## src/rtl/fpu_sequencer_pkg.sv

```systemverilog
// Shared definitions for the FP instruction sequencer: op codes, the fixed
// arithmetic-core latency table and the sequencer state encoding.
package fpu_sequencer_pkg;

    localparam logic [3:0] OP_FEQ     = 4'd0;
    localparam logic [3:0] OP_FLT     = 4'd1;
    localparam logic [3:0] OP_FLE     = 4'd2;
    localparam logic [3:0] OP_FLEABS  = 4'd3;
    localparam logic [3:0] OP_FHALF   = 4'd4;
    localparam logic [3:0] OP_FSIGNJ  = 4'd5;
    localparam logic [3:0] OP_FSIGNJN = 4'd6;
    localparam logic [3:0] OP_FSIGNJX = 4'd7;
    localparam logic [3:0] OP_FADD    = 4'd8;
    localparam logic [3:0] OP_FSUB    = 4'd9;
    localparam logic [3:0] OP_FDIV    = 4'd10;
    localparam logic [3:0] OP_FSQRT   = 4'd11;
    localparam logic [3:0] OP_FCVTWS  = 4'd12;
    localparam logic [3:0] OP_FCVTSW  = 4'd13;
    localparam logic [3:0] OP_FMUL    = 4'd14;
    localparam logic [3:0] OP_FONE    = 4'd15;

    typedef enum logic [1:0] {
        ST_IDLE = 2'd0,
        ST_BUSY = 2'd1,
        ST_DONE = 2'd2
    } state_t;

    // Cycles from core_start to the cycle in which core_result is captured.
    function automatic logic [3:0] op_latency(input logic [3:0] op);
        logic [3:0] lat;
        case (op)
            OP_FADD, OP_FSUB:              lat = 4'd3;
            OP_FDIV, OP_FSQRT:             lat = 4'd10;
            OP_FMUL, OP_FCVTWS, OP_FCVTSW: lat = 4'd2;
            default:                       lat = 4'd1;
        endcase
        return lat;
    endfunction

endpackage

```

## src/rtl/fpu_sequencer_if.sv

```systemverilog
// Bundle of the upstream instruction port, the external core port and the
// result port. master = instruction/core side, slave = the sequencer.
// Handshake: in_valid presents one instruction; while stall=1 upstream holds
// it stable; out_valid is a single-cycle pulse with out_data/out_rd/out_int_dst.
interface fpu_sequencer_if;
    import fpu_sequencer_pkg::*;

    logic        in_valid;
    logic [3:0]  in_op;
    logic [31:0] in_a;
    logic [31:0] in_b;
    logic [4:0]  in_rd;
    logic        in_int_dst;
    logic        flush;
    logic        stall;
    logic        core_start;
    logic [2:0]  core_op;
    logic [31:0] core_a;
    logic [31:0] core_b;
    logic [31:0] core_result;
    logic        out_valid;
    logic [31:0] out_data;
    logic [4:0]  out_rd;
    logic        out_int_dst;
    logic        busy;
    state_t      dbg_state;

    modport master (
        output in_valid, in_op, in_a, in_b, in_rd, in_int_dst, flush, core_result,
        input  stall, core_start, core_op, core_a, core_b,
        input  out_valid, out_data, out_rd, out_int_dst, busy, dbg_state
    );

    modport slave (
        input  in_valid, in_op, in_a, in_b, in_rd, in_int_dst, flush, core_result,
        output stall, core_start, core_op, core_a, core_b,
        output out_valid, out_data, out_rd, out_int_dst, busy, dbg_state
    );

endinterface

```

## src/rtl/fpu_sequencer_simple.sv

```systemverilog
// Single-cycle FP ops that need no arithmetic core: sign injection, halving
// and sign-magnitude compares (NaN inputs are not supported).
module fpu_simple_unit
    import fpu_sequencer_pkg::*;
(
    input  logic [2:0]  i_op,
    input  logic [31:0] i_a,
    input  logic [31:0] i_b,
    output logic [31:0] o_result
);

    logic       w_both_zero;
    logic       w_eq;
    logic       w_lt;
    logic [7:0] w_exp_dec;

    always_comb begin
        w_both_zero = (i_a[30:0] == 31'd0) && (i_b[30:0] == 31'd0);
        w_eq        = w_both_zero || (i_a == i_b);
        // Opposite signs order by sign alone; equal negative signs reverse the magnitude order.
        if (w_both_zero)            w_lt = 1'b0;
        else if (i_a[31] != i_b[31]) w_lt = i_a[31];
        else if (i_a[31])           w_lt = i_b[30:0] < i_a[30:0];
        else                        w_lt = i_a[30:0] < i_b[30:0];
        w_exp_dec = i_a[30:23] - 8'd1;

        o_result = '0;
        case ({1'b0, i_op})
            OP_FEQ:     o_result[0] = w_eq;
            OP_FLT:     o_result[0] = w_lt;
            OP_FLE:     o_result[0] = w_lt || w_eq;
            OP_FLEABS:  o_result[0] = i_a[30:0] <= i_b[30:0];
            OP_FHALF:   o_result = (i_a[30:23] == 8'd0) ? {i_a[31], 31'd0}
                                                        : {i_a[31], w_exp_dec, i_a[22:0]};
            OP_FSIGNJ:  o_result = {i_b[31], i_a[30:0]};
            OP_FSIGNJN: o_result = {~i_b[31], i_a[30:0]};
            OP_FSIGNJX: o_result = {i_a[31] ^ i_b[31], i_a[30:0]};
            default:    o_result = '0;
        endcase
    end

endmodule

```

## src/rtl/fpu_sequencer.sv

```systemverilog
// Sequences decoded FP instructions: simple ops retire in one cycle, multi-cycle
// ops are launched on the external core and their result captured at a fixed latency.
module fpu_sequencer
    import fpu_sequencer_pkg::*;
(
    input logic           clk,
    input logic           rst,
    fpu_sequencer_if.slave bus
);

    state_t      r_state;
    state_t      w_next;
    logic [3:0]  r_cnt;
    logic [2:0]  r_op;
    logic [31:0] r_a;
    logic [31:0] r_b;
    logic        r_simple_v;
    logic [31:0] r_out_data;
    logic [4:0]  r_out_rd;
    logic        r_out_int_dst;
    logic        w_launch;
    logic        w_simple;
    logic        w_capture;
    logic        w_stall;
    logic        w_done_v;
    logic [31:0] w_simple_res;

    fpu_simple_unit u_simple (
        .i_op     (bus.in_op[2:0]),
        .i_a      (bus.in_a),
        .i_b      (bus.in_b),
        .o_result (w_simple_res)
    );

    // rst gates acceptance so combinational launch outputs read zero while in reset.
    always_comb begin
        w_next    = r_state;
        w_launch  = 1'b0;
        w_simple  = 1'b0;
        w_capture = 1'b0;
        w_stall   = 1'b0;
        w_done_v  = 1'b0;
        case (r_state)
            ST_IDLE: begin
                if (!rst && bus.in_valid && !bus.flush) begin
                    if (bus.in_op[3]) begin
                        w_launch = 1'b1;
                        w_stall  = 1'b1;
                        w_next   = ST_BUSY;
                    end else begin
                        w_simple = 1'b1;
                    end
                end
            end
            ST_BUSY: begin
                if (bus.flush) begin
                    w_next = ST_IDLE;
                end else begin
                    w_stall = 1'b1;
                    if (r_cnt == 4'd0) begin
                        w_capture = 1'b1;
                        w_next    = ST_DONE;
                    end
                end
            end
            ST_DONE: begin
                w_done_v = !bus.flush;
                w_next   = ST_IDLE;
            end
            default: w_next = ST_IDLE;
        endcase
    end

    always_ff @(posedge clk or posedge rst) begin
        if (rst) r_state <= ST_IDLE;
        else     r_state <= w_next;
    end

    always_ff @(posedge clk or posedge rst) begin
        if (rst) begin
            r_cnt         <= '0;
            r_op          <= '0;
            r_a           <= '0;
            r_b           <= '0;
            r_simple_v    <= 1'b0;
            r_out_data    <= '0;
            r_out_rd      <= '0;
            r_out_int_dst <= 1'b0;
        end else begin
            r_simple_v <= w_simple;
            if (w_launch) begin
                r_cnt         <= op_latency(bus.in_op) - 4'd1;
                r_op          <= bus.in_op[2:0];
                r_a           <= bus.in_a;
                r_b           <= bus.in_b;
                r_out_rd      <= bus.in_rd;
                r_out_int_dst <= bus.in_int_dst;
            end else if (r_state == ST_BUSY && !bus.flush && r_cnt != 4'd0) begin
                r_cnt <= r_cnt - 4'd1;
            end
            if (w_simple) begin
                r_out_data    <= w_simple_res;
                r_out_rd      <= bus.in_rd;
                r_out_int_dst <= bus.in_int_dst;
            end
            if (w_capture) r_out_data <= bus.core_result;
        end
    end

    // Operands are shown straight from the input in the launch cycle, then from the latches.
    assign bus.stall       = w_stall;
    assign bus.core_start  = w_launch;
    assign bus.core_op     = w_launch ? bus.in_op[2:0] : r_op;
    assign bus.core_a      = w_launch ? bus.in_a : r_a;
    assign bus.core_b      = w_launch ? bus.in_b : r_b;
    assign bus.out_valid   = r_simple_v || w_done_v;
    assign bus.out_data    = r_out_data;
    assign bus.out_rd      = r_out_rd;
    assign bus.out_int_dst = r_out_int_dst;
    assign bus.busy        = (r_state != ST_IDLE);
    assign bus.dbg_state   = r_state;

endmodule

```

## src/flat_wrapper.sv

```systemverilog
// flat-port wrapper written by rule: the top's interface ports become plain ports
module fpu_sequencer_flat import fpu_sequencer_pkg::*;
  (clk, rst, bus_in_valid, bus_in_op, bus_in_a, bus_in_b, bus_in_rd, bus_in_int_dst, bus_flush, bus_core_result, bus_stall, bus_core_start, bus_core_op, bus_core_a, bus_core_b, bus_out_valid, bus_out_data, bus_out_rd, bus_out_int_dst, bus_busy, bus_dbg_state);
  fpu_sequencer_if bus_i ();
  input logic clk;
  input logic rst;
  input wire logic [$bits(bus_i.in_valid)-1:0] bus_in_valid;
  input wire logic [$bits(bus_i.in_op)-1:0] bus_in_op;
  input wire logic [$bits(bus_i.in_a)-1:0] bus_in_a;
  input wire logic [$bits(bus_i.in_b)-1:0] bus_in_b;
  input wire logic [$bits(bus_i.in_rd)-1:0] bus_in_rd;
  input wire logic [$bits(bus_i.in_int_dst)-1:0] bus_in_int_dst;
  input wire logic [$bits(bus_i.flush)-1:0] bus_flush;
  input wire logic [$bits(bus_i.core_result)-1:0] bus_core_result;
  output wire logic [$bits(bus_i.stall)-1:0] bus_stall;
  output wire logic [$bits(bus_i.core_start)-1:0] bus_core_start;
  output wire logic [$bits(bus_i.core_op)-1:0] bus_core_op;
  output wire logic [$bits(bus_i.core_a)-1:0] bus_core_a;
  output wire logic [$bits(bus_i.core_b)-1:0] bus_core_b;
  output wire logic [$bits(bus_i.out_valid)-1:0] bus_out_valid;
  output wire logic [$bits(bus_i.out_data)-1:0] bus_out_data;
  output wire logic [$bits(bus_i.out_rd)-1:0] bus_out_rd;
  output wire logic [$bits(bus_i.out_int_dst)-1:0] bus_out_int_dst;
  output wire logic [$bits(bus_i.busy)-1:0] bus_busy;
  output wire logic [$bits(bus_i.dbg_state)-1:0] bus_dbg_state;
  assign bus_i.in_valid = bus_in_valid;
  assign bus_i.in_op = bus_in_op;
  assign bus_i.in_a = bus_in_a;
  assign bus_i.in_b = bus_in_b;
  assign bus_i.in_rd = bus_in_rd;
  assign bus_i.in_int_dst = bus_in_int_dst;
  assign bus_i.flush = bus_flush;
  assign bus_i.core_result = bus_core_result;
  assign bus_stall = bus_i.stall;
  assign bus_core_start = bus_i.core_start;
  assign bus_core_op = bus_i.core_op;
  assign bus_core_a = bus_i.core_a;
  assign bus_core_b = bus_i.core_b;
  assign bus_out_valid = bus_i.out_valid;
  assign bus_out_data = bus_i.out_data;
  assign bus_out_rd = bus_i.out_rd;
  assign bus_out_int_dst = bus_i.out_int_dst;
  assign bus_busy = bus_i.busy;
  assign bus_dbg_state = bus_i.dbg_state;
  fpu_sequencer u_core (.clk(clk), .rst(rst), .bus(bus_i));
endmodule
```

## config.mk

```make
export PLATFORM = sky130hd
export DESIGN_NAME = fpu_sequencer_flat
export DESIGN_NICKNAME = d
export VERILOG_FILES = /design/src/rtl/fpu_sequencer_pkg.sv /design/src/rtl/fpu_sequencer_if.sv /design/src/rtl/fpu_sequencer_simple.sv /design/src/rtl/fpu_sequencer.sv /design/src/flat_wrapper.sv
export SDC_FILE = /design/constraint.sdc
export NUM_CORES = 1
export LEC_CHECK = 0
export BUFFER_PORTS_ARGS = -buffer_cell sky130_fd_sc_hd__buf_4
export CORE_MARGIN = 5
export CORE_UTILIZATION = 45
export DETAILED_ROUTE_END_ITERATION = 10
export GPL_ROUTABILITY_DRIVEN = 0
export PLACE_DENSITY_LB_ADDON = 0.25
export SLEW_MARGIN = 25
export SYNTH_ARGS = -nofsm -noshare
export SYNTH_HDL_FRONTEND = slang
export SYNTH_SLANG_ARGS = --single-unit
```

## constraint.sdc

```tcl
create_clock -name clk -period 4.2 [get_ports clk]
set_input_delay 0.21 -clock clk [delete_from_list [all_inputs] [get_ports clk]]
set_output_delay 0.21 -clock clk [all_outputs]
set_load 0.05 [all_outputs]
```

-- Word-level counts from Yosys, hierarchy flattened
Cells that the tools add are included.
Widths: inputs -> output; s select.
- add/sub/neg operators: 3
- $lt $le $gt $ge: 3
- equality and inequality tests: 21
- multiplexer cells: 36
- bitwise gates (word level): 2
- reduce and logical (&&, ||, !) cells: 26
- operator list (cell ; number):
    $mux 32 ; 4
    $pmux 31 s4 ; 1
    $logic_not 31->1 ; 2
    $lt 31x31->1 ; 2
    $eq 32x32->1 ; 1
    $le 31x31->1 ; 1
    $mux 31 ; 1
    $eq 4x4->1 const B ; 7
    $mux 1 ; 16
    $eq 3x3->1 const B ; 4
    $mux 4 ; 3
    $pmux 4 s3 ; 1
    $mux 5 ; 2
    $logic_not 8->1 ; 1
    $mux 2 ; 4
    $reduce_bool 2->1 ; 4
    $sub 4x1->4 const B ; 2
    $sub 8x1->8 const B ; 1
    $eq 3x2->1 const B ; 2
    $pmux 1 s6 ; 1
    $reduce_or 3->1 ; 2
    $logic_and 1x1->1 ; 5
    $logic_not 4->1 ; 1
    $pmux 2 s2 ; 1
    other kinds (18) ; 22
- register bits after elaboration: 112
- input port bits: 110
- output and inout port bits: 111
- logic and storage cells: 100

-- Longest topological paths before layout
Gate-level depths: netlist of run 1.
- depth after elaboration: 8
- gate-level depth with buffers: 9
- depth with buffers taken out: 9

-- Cells and area by module
A second synthesis of run 1 with hierarchy kept.
- cells, all modules: 612
- area total of the unflattened synthesis: 6411.1 µm²
- by module, submodules not included (module ; times used ; cells each ; area an instance (µm²) ; seq. area each (µm²)):
    fpu_sequencer ; 1 ; 386 ; 4927.2 ; 2802.7
    fpu_simple_unit ; 1 ; 226 ; 1483.9 ; 0.0

-- Worst setup path before layout of run 1
Ideal clock, no wire load.
- kind: register to register
- start: reg u_core.r_state[0], in the netlist u_core.bus.dbg_state[0]
- end: reg u_core.r_a[0]
- setup time: 249 ps
- data arrival time: 3071 ps
- required time: 3951 ps
- path slack: 880 ps
- stages on the path, launching flop included: 7
- path buffers: 2
- period minus slack after synthesis: 3320 ps
- path through: dfrtp_1 or2_4 nor3_4 nand2_1 buf_2 clkbuf_1 o21ai_0
- word-level cells in the longest chain between the ends: 3
- RTL lines (item ; line ; source):
    start, declared ; fpu_sequencer.sv:11 ; state_t r_state;
    start signal, assigned ; fpu_sequencer.sv:76 ; else r_state <= w_next;
    $logic_not 2->1 ; fpu_sequencer.sv:43 ; case (r_state)
    $mux 1 ; fpu_sequencer.sv:43 ;
    $mux 32 ; - ;
    named net bus_core_a[0] ; flat_wrapper.sv:18 ; output wire logic [$bits(bus_i.core_a)-1:0] bus_core_a;
    end signal, assigned ; fpu_sequencer.sv:94 ; r_a <= bus.in_a;
    end, declared ; fpu_sequencer.sv:15 ; logic [31:0] r_a;
The timed path passes the listed nets, and every way through them passes these cells.
A chain may end at the register's enable or synchronous reset.

-- Worst setup path in the final report of run 1
- start: reg u_core.r_state[0], in the netlist u_core.bus.dbg_state[0]
- end: out bus_core_op[0]
- word-level cells in the longest chain between the ends: 3
- RTL lines (item ; line ; source):
    $logic_not 2->1 ; fpu_sequencer.sv:43 ;
    $mux 1 ; fpu_sequencer.sv:43 ;
    $mux 3 ; - ;
    end, declared ; flat_wrapper.sv:17 ; output wire logic [$bits(bus_i.core_op)-1:0] bus_core_op;
No other way between the ends.

==> summary.md, run 1 <==
| Metric | Value |
|---|---|
| Synth warn | 0 |
| Mapped Cells | 549 |
| Drt drc | 0 |
| Fin cells | 934 |
| TritonRoute pass-1 iters | 8 |
| Die area | 14900 um^2 |
| Gate power share | 0.461 |
| NetSw | 1.94 mW |
| Pwr per Cell Area | 579 nW/um^2 |
| Fin Hold WS | 0.0125 ns |
| Port Buffers | 220 |
| Cell Int Power | 2.56 mW |
| Final WL | 17700 um |
| Routed vias/inst | 5.49 |
| Cells on worst reg2reg path | 9 |
| Data arrival, critical path | 2.70 ns |
| Post-cts sizing count | 0 |
| Worst-Margin Slew | 0.749 ns |
| Reg2reg start | u_core.bus.dbg_state[0] |
| Final period utilization | 0.692 |
| Avg WL per Cell | 18.9 um |
| Clk root buf | clkbuf_16 |
| Final slew viol count | 0 |
| Maximum clock frequency | 0.344 GHz |
| Number of H-tree levels | 3 |
| Gr usage total | 0.239 |
| Dominant cells by area after synthesis | dfrtp_1 (50%), mux2_2 (8.0%), ha_1 (7.5%) |
| ANT nets after route | 0 |
| Reg-to-Reg End | u_core.r_cnt[2] |
| Hold_buf cts | 0 |
| Cell row count | 41 |
| Crit path required time | 3.99 ns |
| Critical path class | flip-flop to output pin |
| Netlist cell types | 54 |
| Initial antenna violation count | 0 |
| Worst min-delay path class | input port to async pin |
| Core area | 12500 um^2 |
| Slew HR | 0.501 |
| Chip height | 122 um |
| Clk pin slew, worst setup/hold paths | 0.07 ns |
| Startpoint class of the critical path | flip-flop |
| Setup tns final | 0 ns |
| Post-DP HPWL | 13500 um |
| DR vias | 5129 |
| First-iteration detailed-routing DRC count | 386 |
| Met2 WL | 8920 um |
| Seq/Total Area, Yosys | 0.497 |
| Worst setup slack after layout | 1.29 ns |
| Pin count of the biggest net entering global routing | 109 |
| Yosys reg bits | 112 |
| Crit path to | bus_core_op[0] |
| Seq pwr share | 0.328 |
| Share of cells above drive strength 1 | 0.383 |
| LEAKAGE | 4.00 nW |
| Post-synth ARST share | 1.00 |
| Reg area | 2800 um^2 |
| Syn avg cell area | 10.3 um^2 |
| Die Width | 122 um |
| R2R Setup Slk | 1.51 ns |
| Total Nets Final | 901 |
| Synth cell count leaders | dfrtp_1 (112), inv_1 (63), nand2_1 (62) |
| Number of global-route vias before repair | 5446 |
| Net Count, Synth | 693 |
| Worst slack, placed | 1.28 ns |
| CP Max Fanout | 108 |
| Total grt overflow | 0 |
| Placed cell count | 918 |
| Post-CTS Setup Inserts | 0 |
| Max Cap Violations | 0 |
| First-pass GRT wire length | 27700 um |
| Combined area of the multi-input logic cells | 2520 um^2 |
| FILL cells | 1081 |
| Worst VDD drop | 412 uV |
| Met1 WL | 7030 um |
| Clock sinks | 112 |
| Yosys top cell area share | 0.497 |
| Critical path startpoint | u_core.bus.dbg_state[0] |
| Worst Clk Skew | 0.00582 ns |
| Ys flop type | dfrtp_1 |
| Clock Latency Late Sink | 0.35 ns |
| RSZ-0062 raised after global routing | no |
| # diodes | 0 |
| Clock power share | 0.211 |
| Synth-to-Final Area Change | 38.0% |
| CTS Buf Count | 9 |
| Status | complete, no violations |
| Final setup vio count | 0 |
| Clk buf depth | 2 |
| Top layer in use | met4 |
| DR WL met3 | 1380 um |
| Fin. Hold Viols | 0 |
| # IOs | 221 |
| CTS tree | done |
| Tot Pwr | 4.51 mW |
| Sw Ratio | 0.431 |
| Number of synthesized flops with an enable pin | 0 |
| Mapped cell area | 5640 um^2 |
| Dominant cell type by area after synthesis | dfrtp_1 |
| Top-count cell post-synth | dfrtp_1 |
| Initial Util | 0.453 |
| Worst Setup End Kind | output pin |
| Final min period | 2.91 ns |
cells by family (layout without fill, tap and decap cells):
| group | count (synthesis) | in the layout | share of synthesized area |
|---|---|---|---|
| simple gates | 138 | 138 | 0.121 |
| buf+inv | 90 | 303 | 0.0610 |
| flops | 112 | 112 | 0.497 |
| compound gates | 129 | 129 | 0.156 |
| fa+ha+maj | 35 | 35 | 0.0772 |
| mux | 43 | 43 | 0.0851 |
| xor+xnor | 2 | 2 | 0.00310 |
metal layers:
metal,track usage,vias to the layer above
li1,-,2399
met1,0.288,2507
met2,0.425,201
met3,0.0566,22
met4,0.0721,0
met5,0,-
cells in the final DEF, fill, tap and decap left out, types with 4 or more instances in the layout:
master / count
a2bb2oi_1: 4
ha_1: 34
dfrtp_1: 112
nor2_1: 14
inv_1: 62
o21ai_0: 56
a222oi_1: 22
nand2_1: 61
nand3_1: 6
nor3_1: 5
a21oi_1: 16
nor4_1: 18
nand4_1: 10
mux2_2: 40
clkbuf_16: 9
buf_4: 223
how the worst min path moves through the flow:
| stage | endpoint | slack (ns) |
|---|---|---|
| after floorplan | u_core.bus.out_data[24] | 0.33 |
| after global placement | u_core.bus.out_data[28] | 0.41 |
| after detailed placement | u_core.bus.out_data[28] | 0.42 |
| after CTS | u_core.bus.out_data[30] | 0.05 |
| after global routing | u_core.bus.out_data[30] | 0.07 |
| final | u_core.r_cnt[2] | 0.01 |
layout make-up:
type	instances	share of cell area
Timing Repair Buffer	223	0.215
Clock buffer	12	0.0329
Inverter	64	0.0316
Clock inverter	4	0.00948
Tap cell	172	0.0276
Sequential cell	112	0.360
Multi-Input combinational cell	347	0.324
registers in the layout, summed over array words and instances (netlist names), 2 cells and up:
register / cells
u_core.r_op: 3
u_core.bus.out_rd: 5
u_core.r_b: 32
u_core.bus.out_data: 32
u_core.bus.dbg_state: 2
u_core.r_cnt: 4
u_core.r_a: 32
stage by stage:
stage | cell area [um^2] | util
after floorplan | 5640 | -
after global placement | 7440 | 0.597
after detailed placement | 7440 | 0.597
after CTS | 7770 | 0.624
after global routing | 7790 | 0.625
final | 7790 | 0.625
critical path, cell delays in order, from the launching register on:
cell     delay, ns
dfrtp_1       0.42
or2_4         0.28
nor3_4        0.46
nand2_8       0.45
o21ai_0       0.44
buf_4         0.27
power by group through the flow:
stage | logic [mW] | registers [mW] | clock network [mW]
after floorplan | 1.01 | 1.88 | 0
after global placement | 2.06 | 1.48 | 0
after detailed placement | 2.09 | 1.50 | 0
after CTS | 2.09 | 1.48 | 0.970
after global routing | 2.20 | 1.51 | 1.01
final | 2.08 | 1.48 | 0.951
Power figures use the tool's default switching activity.
==> run 2, diff against run 1 <==
==> constraint.sdc (replaced) <==
create_clock -name clk -period 3 [get_ports clk]
set_input_delay 0.15 -clock clk [delete_from_list [all_inputs] [get_ports clk]]
set_output_delay 0.15 -clock clk [all_outputs]
set_load 0.05 [all_outputs]
==> summary.md, run 2 (synthesis results as in run 1) <==
| Metric | Value |
|---|---|
| Status | finished with violations |
| Failing checks | hold timing |
| Crit path required time | 2.85 ns |
| Slew HR | 0.414 |
| CTS Buf Count | 9 |
| Crit-path cells | or2_4 > nor3_4 > nand2_4 > buf_12 > o21ai_0 > buf_4 |
| Tot Pwr | 6.19 mW |
| Final min period | 2.79 ns |
| Reg2reg start | u_core.bus.dbg_state[0] |
| Worst-Margin Slew | 0.880 ns |
| Core area | 12500 um^2 |
| Die Width | 122 um |
| First-pass GRT wire length | 27700 um |
| Max Cap Violations | 0 |
| Number of global-route vias before repair | 5348 |
| Final WL | 17700 um |
| Worst Setup End Kind | output pin |
| CP Max Fanout | 99 |
| Clk root buf | clkbuf_16 |
| Gr usage total | 0.240 |
| Reg-to-Reg End | u_core.bus.out_data[9] |
| Total Nets Final | 907 |
| Final slew viol count | 0 |
| Final period utilization | 0.931 |
| Drt drc | 0 |
| Final setup vio count | 0 |
| Critical path's top delay family | simple AND/OR/NAND/NOR gates |
| TritonRoute pass-1 iters | 8 |
| Critical path class | flip-flop to output pin |
| # diodes | 0 |
| Routed vias/inst | 5.48 |
| Sum of buffers and inverters on the critical path | 2 |
| # IOs | 221 |
| Cells on worst reg2reg path | 9 |
| Number of H-tree levels | 3 |
| Commonest cells after routing, fill and taps aside | buf_4 (224), dfrtp_1 (112), inv_1 (62) |
| R2R Setup Slk | 0.51 ns |
| Port Buffers | 220 |
| Critical path startpoint | u_core.bus.dbg_state[0] |
| Worst VDD drop | 607 uV |
| Cell row count | 41 |
| LEAKAGE | 4.01 nW |
| Startpoint class of the critical path | flip-flop |
| Fin. Hold Viols | 7 |
| Final Cell Area | 7790 um^2 |
| Initial antenna violation count | 0 |
| First-iteration detailed-routing DRC count | 384 |
| Synth-to-Final Area Change | 38.1% |
| Clock Latency Late Sink | 0.36 ns |
| Initial Util | 0.453 |
| Crit path to | bus_core_a[0] |
| Max stage delay cell, worst path | nor3_4 |
| ANT nets after route | 0 |
| Fin Hold WS | -0.0191 ns |
| CP Depth | 6 |
| Worst min-delay path class | input port to async pin |
| CTS tree | done |
| Pwr per Cell Area | 794 nW/um^2 |
| Most common cell after layout, fill and taps aside | buf_4 |
| Post-cts sizing count | 0 |
| Slowest stage delay, CP | 0.43 ns |
| Chip height | 122 um |
| Data arrival, critical path | 2.64 ns |
| Pin count of the biggest net entering global routing | 100 |
| DR vias | 5141 |
| Total grt overflow | 0 |
| Share of cells above drive strength 1 | 0.380 |
| Post-DP HPWL | 13500 um |
| Maximum clock frequency | 0.358 GHz |
| Die area | 14900 um^2 |
| Clk buf depth | 2 |
| Avg WL per Cell | 18.8 um |
| Clk pin slew, worst setup/hold paths | 0.07 ns |
| RSZ-0062 raised after global routing | no |
| Clock sinks | 112 |
| Worst Clk Skew | 0.00663 ns |
| Placed cell area | 7470 um^2 |
## run 2: changes by cell type in the layout (fill, tap and decap cells not counted), sizes merged
| cell | before | now |
|---|---|---|
| dlygate4sd3 | 0 | 4 |
| clkinvlp | 0 | 1 |
| bufinv | 2 | 1 |
| buf | 223 | 225 |
| inv | 64 | 63 |
| clkbuf | 12 | 11 |
## run 2: area by class of cell
type	count	area, um^2
Sequential cell	112	2800
Tap cell	172	215
Timing Repair Buffer	229	1740
Fill cell	1063	4670
Inverter	64	245
Multi-Input combinational cell	347	2510
Clock inverter	3	43.8
Clock buffer	11	233
## run 2: routing by layer
metal  GRT usage  part of all wire
met2       0.405              0.49
met3      0.0724             0.084
met1       0.293              0.40
met4      0.0840             0.024
met5           0                 0
## run 2: timing repair
| item | in CTS | in global routing |
|---|---|---|
| endpoints found under the hold margin | 3 | 1 |
| hold buffers | 3 | 1 |
| setup buffers | 0 | 0 |
## run 2: tightest hold or removal path, delay by kind of cell
kind	cells	cell delay (ns)
buffers and inverters	3	0.64
## run 2: per-stage QoR
stage / std cells / util / TNS (ns) / setup slack (ns) / hold slack, ns
after floorplan: 549 / - / -3.25 / -0.320 / 0.267
after global placement: 920 / 0.599 / 0 / 0.607 / 0.358
after detailed placement: 920 / 0.599 / 0 / 0.481 / 0.364
after CTS: 937 / 0.624 / 0 / 0.231 / 0.00117
after global routing: 938 / 0.625 / 0 / 0.0185 / 0.0175
final: 938 / 0.625 / 0 / 0.207 / -0.0191
## run 2: how the worst min path moves through the flow
stage	slack [ns]	startpoint	endpoint
6_report	-0.02	rst	u_core.bus.out_data[27]
5_1_grt	0.02	bus_in_int_dst	u_core.bus.out_int_dst
4_1_cts	0.001	bus_core_result[24]	u_core.bus.out_data[24]
3_5_place_dp	0.36	bus_core_result[27]	u_core.bus.out_data[27]
3_3_place_gp	0.36	bus_core_result[26]	u_core.bus.out_data[26]
2_1_floorplan	0.27	bus_core_result[24]	u_core.bus.out_data[24]
## run 2: where the power goes
part	switching (mW)	internal (mW)	total [mW]	leakage [nW]
combinational	2.01	0.921	2.93	2.47
sequential	0.173	1.90	2.07	1.40
clock	0.546	0.642	1.19	0.136
total	2.73	3.46	6.19	4.01
==> run 3, diff against run 2 <==
--- a/config.mk
+++ b/config.mk
@@ -10,6 +10,7 @@
 export CORE_UTILIZATION = 45
 export DETAILED_ROUTE_END_ITERATION = 10
 export GPL_ROUTABILITY_DRIVEN = 0
+export HOLD_SLACK_MARGIN = 0.1
 export PLACE_DENSITY_LB_ADDON = 0.25
 export SLEW_MARGIN = 25
 export SYNTH_ARGS = -nofsm -noshare
==> summary.md, run 3 (synthesis results as in run 1) <==
| Metric | Value |
|---|---|
| Status | complete, no violations |
| RSZ-0062 raised after global routing | no |
| Worst Setup End Kind | output pin |
| TritonRoute pass-1 iters | 8 |
| Gr usage total | 0.258 |
| Cells on worst reg2reg path | 9 |
| CTS Buf Count | 9 |
| Total grt overflow | 0 |
| Final slew viol count | 0 |
| ANT nets after route | 0 |
| Die area | 14900 um^2 |
| Clock sinks | 112 |
| Fin cells | 994 |
| Chip height | 122 um |
| Total Nets Final | 963 |
| Port Buffers | 220 |
| Initial Util | 0.453 |
| LEAKAGE | 4.24 nW |
| Fin. Hold Viols | 0 |
| Core area | 12500 um^2 |
| Sum of buffers and inverters on the critical path | 2 |
| First-iteration detailed-routing DRC count | 331 |
| Crit-path cells | or2_4 > nor3_4 > nand2_4 > buf_12 > o21ai_0 > buf_4 |
| Final setup vio count | 0 |
| Max Cap Violations | 0 |
| Worst setup slack after layout | 0.192 ns |
| Critical path class | flip-flop to output pin |
| Maximum clock frequency | 0.356 GHz |
| CTS tree | done |
| Die Width | 122 um |
| Worst Clk Skew | 0.00671 ns |
| Startpoint class of the critical path | flip-flop |
| CP Max Fanout | 99 |
| Final period utilization | 0.936 |
| Pin count of the biggest net entering global routing | 100 |
| Critical path's top delay family | simple AND/OR/NAND/NOR gates |
| Final core utilization | 0.670 |
| Clk root buf | clkbuf_16 |
| Most common cell after layout, fill and taps aside | buf_4 |
| # diodes | 0 |
| Drt drc | 0 |
| Cell row count | 41 |
| Crit path required time | 2.85 ns |
| Worst slack, placed | 0.481 ns |
| Post-DP HPWL | 13500 um |
| Clk buf depth | 2 |
| Placed cell count | 920 |
| Tot Pwr | 6.28 mW |
| Worst VDD drop | 500 uV |
| Number of global-route vias before repair | 5748 |
| CP Depth | 6 |
| # IOs | 221 |
| Data arrival, critical path | 2.66 ns |
| Share of cells above drive strength 1 | 0.354 |
| Clock Latency Late Sink | 0.36 ns |
| Worst-Margin Slew | 0.875 ns |
| Number of H-tree levels | 3 |
| DR vias | 5419 |
| Worst min-delay path class | input port to flip-flop |
| Pwr per Cell Area | 752 nW/um^2 |
| Initial antenna violation count | 0 |
| Avg WL per Cell | 19.1 um |
| Post-CTS Setup Inserts | 0 |
| Commonest cells after routing, fill and taps aside | buf_4 (224), dfrtp_1 (112), inv_1 (62) |
| Routed vias/inst | 5.45 |
| Hold_buf cts | 60 |
| Synth-to-Final Area Change | 48.0% |
| First-pass GRT wire length | 29700 um |
| Post-cts sizing count | 0 |
| R2R Setup Slk | 0.45 ns |
| Max stage delay cell, worst path | nor3_4 |
| Final WL | 19000 um |
| Final min period | 2.81 ns |
| Slowest stage delay, CP | 0.44 ns |
| Slew HR | 0.417 |
| Setup tns final | 0 ns |
| Clk pin slew, worst setup/hold paths | 0.07 ns |
| Hold Crit Depth | 3 |
-- run 3: cell types whose count changed in the layout (fill, tap and decap cells not counted) --
cell and change:
dlygate4sd3_1 +56
-- run 3: final timing paths --
kind,to,from
min reg2reg,u_core.r_op[1],u_core.r_op[1]
max,bus_core_a[24],u_core.bus.dbg_state[0]
max reg2reg,u_core.bus.out_data[19],u_core.bus.dbg_state[0]
min,u_core.r_b[30],bus_in_b[30]
max in group asynchronous,u_core.bus.out_data[9],rst
min in group asynchronous,u_core.bus.out_data[27],rst
-- run 3: layer usage --
layer  wire [um]  global-route usage  vias up  part of all wire
li1            -                   -     2526                 -
met1        7310               0.302     2613              0.39
met2        9560               0.439      242              0.50
met3        1540              0.0799       38             0.081
met4         555               0.109        0             0.029
met5           0                   0        -                 0
-- run 3: worst register-to-register path, cell delays in order, from the launching register on --
cell	delay, ns
dfrtp_1	0.42
or2_4	0.28
nor3_4	0.44
nand2b_2	0.28
clkinv_2	0.17
nand2_1	0.18
a21oi_2	0.15
buf_4	0.31
a222oi_1	0.16
inv_1	0.11
-- run 3: metrics by stage --
stage                     hold WS (ns)  cell area (um^2)
after detailed placement         0.364              7470
after global placement           0.358              7470
final                            0.106              8350
after global routing             0.110              8350
after floorplan                  0.267              5650
after CTS                        0.101              8350
-- run 3: power by group --
| part | switching (mW) | total (mW) | internal, mW | leakage, nW |
|---|---|---|---|---|
| combinational | 2.04 | 3.01 | 0.969 | 2.70 |
| sequential | 0.177 | 2.08 | 1.90 | 1.40 |
| clock | 0.550 | 1.19 | 0.642 | 0.136 |
-- run 3: layout make-up --
class,count,area (um^2)
fill,980,4110
sequential,112,2800
multi-input combinational,347,2510
timing repair buffer,285,2300
inverter,64,245
clock buffer,11,233
tap,172,215
clock inverter,3,43.8
